<file path="src/rtl/truth_table_sweeper.sv">
// truth_table_sweeper
//   Exhaustive stimulus and check engine for a small combinational gate network.
//   On start it walks {a,b,c,d} through every input vector. Each vector is held for
//   SETTLE_CYCLES clocks so the network's output can settle. The engine then samples
//   w_in_i for one clock and compares it with the golden table EXPECTED.
//   It reports a mismatch count, the lowest failing vector and a pass flag.
// Ports
//   clk                 rising-edge clock
//   rst_n               asynchronous active-low reset
//   start_i             one-cycle pulse; starts a sweep from idle or done
//   a_o, b_o, c_o, d_o  stimulus to the network under test; {a,b,c,d} = vector, a = MSB
//   w_in_i              output of the network under test
//   busy_o              high while a sweep is in progress
//   done_o              high once a sweep has finished; held until the next start or reset
//   pass_o              done with zero mismatches
//   err_count_o         number of mismatching vectors
//   first_fail_vec_o    lowest-numbered failing vector
//   first_fail_valid_o  first_fail_vec_o holds a real failure
module truth_table_sweeper #(
   parameter int unsigned          N_IN          = 4,
   parameter int unsigned          SETTLE_CYCLES = 4,
   parameter logic [2**N_IN-1:0]   EXPECTED      = '0
) (
   input  logic            clk,
   input  logic            rst_n,
   input  logic            start_i,
   output logic            a_o,
   output logic            b_o,
   output logic            c_o,
   output logic            d_o,
   input  logic            w_in_i,
   output logic            busy_o,
   output logic            done_o,
   output logic            pass_o,
   output logic [N_IN:0]   err_count_o,
   output logic [N_IN-1:0] first_fail_vec_o,
   output logic            first_fail_valid_o
);

   localparam int unsigned NVec = 2**N_IN;
   localparam int unsigned CntW = (SETTLE_CYCLES > 1) ? $clog2(SETTLE_CYCLES) : 1;
   localparam logic [CntW-1:0] CntLast = CntW'(SETTLE_CYCLES - 1);
   localparam logic [N_IN:0]   ErrMax  = (N_IN+1)'(NVec);

   typedef enum logic [1:0] {StIdle, StSettle, StSample, StDone} state_e;

   state_e          state_q;
   logic [N_IN-1:0] vec_q;
   logic [CntW-1:0] cnt_q;
   logic [N_IN:0]   err_count_q;
   logic [N_IN-1:0] first_fail_vec_q;
   logic            first_fail_valid_q;
   logic            busy_q;
   logic            done_q;
   logic            pass_q;
   logic            mismatch;

   // Case inequality so an X or Z from the network counts as a failure.
   always_comb begin
      mismatch = (w_in_i !== EXPECTED[vec_q]);
   end

   always_ff @(posedge clk or negedge rst_n) begin
      if (!rst_n) begin
         state_q            <= StIdle;
         vec_q              <= '0;
         cnt_q              <= '0;
         err_count_q        <= '0;
         first_fail_vec_q   <= '0;
         first_fail_valid_q <= 1'b0;
         busy_q             <= 1'b0;
         done_q             <= 1'b0;
         pass_q             <= 1'b0;
      end else begin
         unique case (state_q)
            StIdle, StDone: begin
               if (start_i) begin
                  vec_q              <= '0;
                  cnt_q              <= '0;
                  err_count_q        <= '0;
                  first_fail_vec_q   <= '0;
                  first_fail_valid_q <= 1'b0;
                  done_q             <= 1'b0;
                  pass_q             <= 1'b0;
                  busy_q             <= 1'b1;
                  state_q            <= StSettle;
               end
            end
            StSettle: begin
               if (cnt_q == CntLast) begin
                  state_q <= StSample;
               end else begin
                  cnt_q <= cnt_q + 1'b1;
               end
            end
            StSample: begin
               if (mismatch) begin
                  if (err_count_q != ErrMax) begin
                     err_count_q <= err_count_q + 1'b1;
                  end
                  if (!first_fail_valid_q) begin
                     first_fail_vec_q   <= vec_q;
                     first_fail_valid_q <= 1'b1;
                  end
               end
               if (vec_q == '1) begin
                  // The last vector stays on the outputs while done is held.
                  busy_q  <= 1'b0;
                  done_q  <= 1'b1;
                  pass_q  <= (err_count_q == '0) && !mismatch;
                  state_q <= StDone;
               end else begin
                  vec_q   <= vec_q + 1'b1;
                  cnt_q   <= '0;
                  state_q <= StSettle;
               end
            end
            default: state_q <= StIdle;
         endcase
      end
   end

   assign {a_o, b_o, c_o, d_o} = vec_q;
   assign busy_o               = busy_q;
   assign done_o               = done_q;
   assign pass_o               = pass_q;
   assign err_count_o          = err_count_q;
   assign first_fail_vec_o     = first_fail_vec_q;
   assign first_fail_valid_o   = first_fail_valid_q;

endmodule

</file>
<file path="config.mk">
export PLATFORM = sky130hd
export DESIGN_NAME = truth_table_sweeper
export DESIGN_NICKNAME = d
export VERILOG_FILES = /design/src/rtl/truth_table_sweeper.sv
export SDC_FILE = /design/constraint.sdc
export NUM_CORES = 1
export LEC_CHECK = 0
export ABC_CLOCK_PERIOD_IN_PS = 3200
export CORE_MARGIN = 8
export CORE_UTILIZATION = 35
export CTS_CLUSTER_DIAMETER = 120
export DETAILED_ROUTE_END_ITERATION = 16
export GPL_TIMING_DRIVEN = 0
export HOLD_SLACK_MARGIN = 0.12
export PLACE_DENSITY_LB_ADDON = 0.3
export SETUP_SLACK_MARGIN = 0.02
export SLEW_MARGIN = 10
export SYNTH_ARGS = -nofsm -noshare
export SYNTH_HDL_FRONTEND = slang
export SYNTH_SLANG_ARGS = --single-unit
</file>
<file path="constraint.sdc">
create_clock -name clk -period 3.2 [get_ports clk]
set_input_delay 0.48 -clock clk [delete_from_list [all_inputs] [get_ports clk]]
set_output_delay 0.48 -clock clk [all_outputs]
set_load 0.03 [all_outputs]
</file>
==> reports/qor.yml, run 1 <==
ios: 21
top_usage_layer: "met2"
drv_slew: 0
irDropWorstVdd_uv: 291
slew_headroom: 0.344
cts_setup_buffers: 0
synth_area_mm2: 0.00125
yosysTopAreaCell: "dfrtp_1"
cts.reportedPaths.clkPinSlew_ns: 0.13
ys.flop_type: "dfrtp_1"
synthArstFlopShare: 1.00
row_count: 21
drv_cap: 0
firstDrtPassIters: 4
fin_hold_ws_ns: 0.547
hold_end: "state_q[1]$_DFFE_PN0P_"
syn_nets: 140
worstPathMaxFanout: 9
power.total_mw: 0.846
synth_cell_types: 46
crit_required_ns: 2.72
powerDensity_mw_per_mm2: 550
status: "complete, no violations"
cp_slowest_cell: "clkdlybuf4s50_1"
cts_sinks: 21
min_period_ns: 2.05
rsz0062_at_grt: "false"
drc_errors: 0
critPathTopFamily: "buffers and inverters"
worstPathArrival_ns: 1.57
grt_max_degree: 22
fillers: 320
start_util: 0.370
most-common-layout-cells: "dfrtp_1 (21), clkdlybuf4s50_1 (20), nand2_1 (9)"
ff2ff_setup_slack_ns: 1.26
synthToLayoutAreaGrowth_pct: 22.8
cpPeakStageDelay_ns: 0.74
hold_start: "state_q[1]$_DFFE_PN0P_"
drive_above_1_share: 0.0719
tritoncts: "built"
synth_edf_count: 0
clockBufferDepth: 2
timing.fmax_mhz: 487
drt_iter0_drc: 76
finalCritPeriodShare: 0.642
holdPathStages: 1
cts_resized: 0
grt_pass1_wl_um: 5030
syn_area_per_cell_um2: 9.72
first_global_vias: 1121
ant_nets: 0
use_met2: 0.200
gr-total-overflow: 0
viasPerCell: 5.47
chipWidth_um: 75.9
synthCells: 129
htreeDepth: 1
wirelength_um: 2900
dieHeight_um: 75.9
mostFrequentLayoutCell: "dfrtp_1"
hold_viol_final: 0
hold_path.class: "flop to flop"
use_met1: 0.127
wl_per_cell_um: 14.6
r2r_start: "state_q[0]$_DFFE_PN0P_"
ctsHoldBuffers: 0
setup_viol: 0
worstSkewPairLatency_ns: 0.31
clock_skew_ns: 0.0153
yosysTopAreaCellShare: 0.419
worstReg2RegEnd: "first_fail_vec_o[0]$_DFFE_PN0P_"
synth_warnings: 0
coreArea_mm2: 0.00339
setup_tns_ns: 0
cts_root_buf: "clkbuf_4"
antenna_found_initial: 0
dpl.hpwl_um: 2210
critPathCaptureType: "output port"
worstSetupPathType: "flop to output port"
tightestPinTransition_ns: 0.981
crit_chain: "clkdlybuf4s50_1"
path_buf_inv: 1
use_met3: 0.0329
via_count: 1088
port-buffer-count: 20
grt_util_all_layers: 0.113
ys_top_cells_by_area: "dfrtp_1 (42%), ha_1 (7.0%), mux2i_1 (4.0%)"
leakagePower_nw: 0.643
yosysSeqAreaShare: 0.419
dieArea_mm2: 0.00575
diodes: 0
cts_buffers: 3
worst-r2r-cell-count: 7
fin_nets: 165
cp-start-kind: "flop"
gp_congestion: 0.780
synth-seq-cells: 21
power breakdown:
part / switching [mW] / internal, mW / leakage [nW]
Clock: 0.0817 / 0.0467 / 0.0177
Sequential: 0.0301 / 0.296 / 0.283
Combinational: 0.222 / 0.170 / 0.342
logic make-up after synthesis:
family,after synthesis,share of synthesized area
flops,21,0.419
simple gates,45,0.202
fa+ha+maj,7,0.0699
compound gates,35,0.203
buf+inv,15,0.0579
mux,6,0.0489
registers in the layout (all words and copies together) (netlist names):
register,cells
pass_o,1
busy_o,1
first_fail_vec_o,4
state_q,2
err_count_o,5
first_fail_valid_o,1
vec_q,4
done_o,1
cnt_q,2
layer usage:
layer	part of all wire	routed length, um
met4	0.0052	15
met3	0.051	149
met1	0.42	1220
met2	0.52	1520
met5	0	0
metrics by stage:
stage               instance area, um2  setup slack [ns]  utilization  instances
finish                            1540              1.15        0.454        199
global route                      1540              1.07        0.454        199
CTS                               1540              1.15        0.454        199
detailed placement                1510              1.02        0.446        195
global placement                  1510              1.14        0.446        195
floorplan                         1250              1.41            -        129
layout make-up:
type	count	area (um2)	area share
Multi-Input combinational cell	93	656	0.426
Timing Repair Buffer	20	200	0.130
Tap cell	46	57.6	0.0374
Clock inverter	1	5.00	0.00325
Clock buffer	3	22.5	0.0146
Buffer	9	50.0	0.0325
Inverter	6	22.5	0.0146
Sequential cell	21	526	0.341
how the worst max path moves through the flow:
stage               depth (start not counted)                         endpoint                    from  slack [ns]
floorplan                                   7       err_count_o[4]$_DFFE_PN0P_  state_q[0]$_DFFE_PN0P_        1.41
global placement                            5   first_fail_valid_o$_DFFE_PN0P_                  w_in_i        1.14
detailed placement                          5  first_fail_vec_o[0]$_DFFE_PN0P_                 start_i        1.02
CTS                                         1                              a_o    vec_q[3]$_DFFE_PN0P_        1.15
global route                                1                              a_o    vec_q[3]$_DFFE_PN0P_        1.07
finish                                      1                              a_o    vec_q[3]$_DFFE_PN0P_        1.15
synth_stat cells, drive strengths merged, types with 2 or more instances:
cell / instances
inv: 6
nor2: 5
ha: 7
and2: 3
o31ai: 2
nand3: 8
nor3: 2
or4: 2
nand2: 9
nor2b: 4
a21oi: 6
o311ai: 4
mux2i: 5
o2bb2ai: 3
or2: 2
a21boi: 2
buf: 4
o21ai: 7
clkbuf: 5
dfrtp: 21
Power figures use the tool's default switching activity.
==> run 2: changes to the inputs <==
--- a/config.mk
+++ b/config.mk
@@ -5,7 +5,7 @@
 export SDC_FILE = /design/constraint.sdc
 export NUM_CORES = 1
 export LEC_CHECK = 0
-export ABC_CLOCK_PERIOD_IN_PS = 3200
+export ABC_CLOCK_PERIOD_IN_PS = 1700
 export CORE_MARGIN = 8
 export CORE_UTILIZATION = 35
 export CTS_CLUSTER_DIAMETER = 120
==> constraint.sdc (replaced) <==
create_clock -name clk -period 1.7 [get_ports clk]
set_input_delay 0.255 -clock clk [delete_from_list [all_inputs] [get_ports clk]]
set_output_delay 0.255 -clock clk [all_outputs]
set_load 0.03 [all_outputs]
==> run 2 against run 1 <==
  * The run now ends with negative setup slack left
  * Final cell count is 4.0% higher
  * Clock skew down 0.0094 ns
  * Die area did not move
  * Hold slack got worse by 0.10 ns
  * Total power increased by 120%
  * Largest power group unchanged
  * Register-to-register slack worse by 1.4 ns
  * Count of clock-buffer cells in the layout did not move
  * Largest cell class unchanged
  * Setup slack worse by 1.3 ns
  * Via count is 0.46% higher
  * Flip-flop and latch count did not move
  * Critical path depth increased by 5
==> reports/qor.yml, run 2 (same netlist as run 1, synthesis figures left out) <==
crit_chain: "ha_4 -> buf_6 -> mux2i_4 -> buf_6 -> or2_4 -> mux2_2"
crit_required_ns: 1.91
cts.reportedPaths.clkPinSlew_ns: 0.12
dieArea_mm2: 0.00575
cpPeakStageDelay_ns: 0.44
fillers: 313
internal_power_mw: 1.15
gr-total-overflow: 0
coreArea_mm2: 0.00339
tritoncts: "built"
power.switching_mw: 0.734
drc_errors: 0
chipWidth_um: 75.9
path_buf_inv: 2
first_global_vias: 1121
p_comb_frac: 0.540
ant_nets: 0
htreeDepth: 1
drt_iter0_drc: 57
grt_util_all_layers: 0.111
worst_path_most_repeated_cell: "buf_6"
gp_congestion: 0.804
violations: "negative setup slack"
antenna_found_initial: 0
fin_nets: 173
status: "finished with violations"
clockPowerShare: 0.134
cp-start-kind: "flop"
finalCritPeriodShare: 1.08
dieHeight_um: 75.9
port-buffer-count: 20
clock_skew_ns: 0.00593
drive_above_1_share: 0.199
row_count: 21
largest_register_ffs: 5
dpl.hpwl_um: 2100
grt_pass1_wl_um: 4980
viasPerCell: 5.28
rsz0062_at_grt: "true"
setup_viol: 8
mostFrequentLayoutCell: "dfrtp_1"
slew_headroom: 0.369
dp.cells: 195
diodes: 0
tightestPinTransition_ns: 0.943
synthToLayoutAreaGrowth_pct: 35.2
grt_max_degree: 22
clockBufferDepth: 2
seqPwrFrac: 0.326
switching_share: 0.390
power.total_mw: 1.88
wl_per_cell_um: 15.0
critPathTopFamily: "multiplexers"
start_util: 0.370
worstSkewPairLatency_ns: 0.32
ios: 21
worstSetupPathType: "flop to flop"
worstPathArrival_ns: 2.05
drv_slew: 0
powerDensity_mw_per_mm2: 1110
hold_path.class: "input port to asynchronous set/reset pin"
irDropWorstVdd_uv: 528
min_period_ns: 1.84
firstDrtPassIters: 4
drv_cap: 0
wirelength_um: 3100
leakagePower_nw: 0.840
timing.fmax_mhz: 545
cts_sinks: 21
cts_root_buf: "clkbuf_4"
cp_slowest_cell: "dfrtp_1"
most-common-layout-cells: "dfrtp_1 (21), buf_4 (10), nand2_1 (9)"
worstPathMaxFanout: 6
via_count: 1093
cts_buffers: 3
layout.cells.non_filler: 207
critPathCaptureType: "flop"
hold_viol_final: 0
worst_slack_ns: -0.136
==> run 2: cell count changes in the layout (fill, tap and decap cells not counted), moves of 2 or more <==
cell | previous run | this run
o311ai_2 | 0 | 4
buf_4 | 0 | 10
clkbuf_1 | 5 | 2
o311ai_0 | 4 | 0
o21ai_0 | 7 | 5
clkdlybuf4s50_1 | 20 | 7
dlymetal6s2s_1 | 0 | 5
o21ai_1 | 0 | 2
clkbuf_4 | 3 | 5
dlygate4sd2_1 | 0 | 8
==> run 2: metal layers <==
metal	global-route usage	up-vias	share of wire
li1	-	545	-
met1	0.126	524	0.43
met2	0.198	19	0.50
met3	0.0184	5	0.050
met4	0.0490	0	0.015
met5	0	-	0
==> run 2: repair_timing <==
action                                  CTS  global route
setup buffers                             5             4
endpoints found under the setup margin   25            24
gates cloned                              0             0
hold buffers                              0             0
pin swaps                                 4             4
gates resized for setup                  20            18
==> run 2: area by class of cell <==
cell class / instances / area (um2) / area share
Multi-Input combinational cell: 93 / 736 / 0.434
Tap cell: 46 / 57.6 / 0.0339
Clock buffer: 3 / 22.5 / 0.0133
Inverter: 6 / 22.5 / 0.0133
Sequential cell: 21 / 526 / 0.310
Buffer: 8 / 56.3 / 0.0332
Timing Repair Buffer: 29 / 270 / 0.159
Clock inverter: 1 / 5.00 / 0.00295
==> run 2: per-stage QoR <==
step           TNS (ns)  setup slack [ns]  instance area (um2)  utilization  hold WS (ns)
2_1_floorplan   -0.0968           -0.0247                 1260            -       -0.0406
3_3_place_gp     -0.895            -0.134                 1520        0.447         0.502
3_5_place_dp      -1.80            -0.178                 1520        0.447         0.511
4_1_cts          -0.617            -0.117                 1600        0.471         0.487
5_1_grt           -1.21            -0.192                 1700        0.500         0.542
6_report         -0.644            -0.136                 1700        0.500         0.446
==> run 2: worst paths after layout <==
kind / from / endpoint / slack [ns] / cells after the start
min in group clk: cnt_q[1]$_DFFE_PN0P_ / cnt_q[1]$_DFFE_PN0P_ / 0.54 / 1
max in group asynchronous: rst_n / cnt_q[1]$_DFFE_PN0P_ / 0.68 / 1
setup reg to reg: state_q[1]$_DFFE_PN0P_ / first_fail_valid_o$_DFFE_PN0P_ / -0.14 / 6
hold reg to reg: cnt_q[1]$_DFFE_PN0P_ / cnt_q[1]$_DFFE_PN0P_ / 0.54 / 1
setup / recovery: state_q[1]$_DFFE_PN0P_ / first_fail_valid_o$_DFFE_PN0P_ / -0.14 / 6
hold / removal: rst_n / err_count_o[2]$_DFFE_PN0P_ / 0.45 / 1
==> run 2: power groups by stage <==
stage / registers (mW) / clock network, mW / logic, mW
2_1_floorplan: 0.652 / 0 / 0.535
3_3_place_gp: 0.617 / 0 / 0.721
3_5_place_dp: 0.624 / 0 / 0.746
4_1_cts: 0.608 / 0.260 / 0.883
5_1_grt: 0.622 / 0.277 / 1.11
6_report: 0.614 / 0.252 / 1.02
==> run 3: changes to the inputs <==
--- a/config.mk
+++ b/config.mk
@@ -9,6 +9,7 @@
 export CORE_MARGIN = 8
 export CORE_UTILIZATION = 35
 export CTS_CLUSTER_DIAMETER = 120
+export CTS_CLUSTER_SIZE = 25
 export DETAILED_ROUTE_END_ITERATION = 16
 export GPL_TIMING_DRIVEN = 0
 export HOLD_SLACK_MARGIN = 0.12
==> results of run 3 <==
Same layout as run 2: the final DEF is identical, and so are final timing and power.
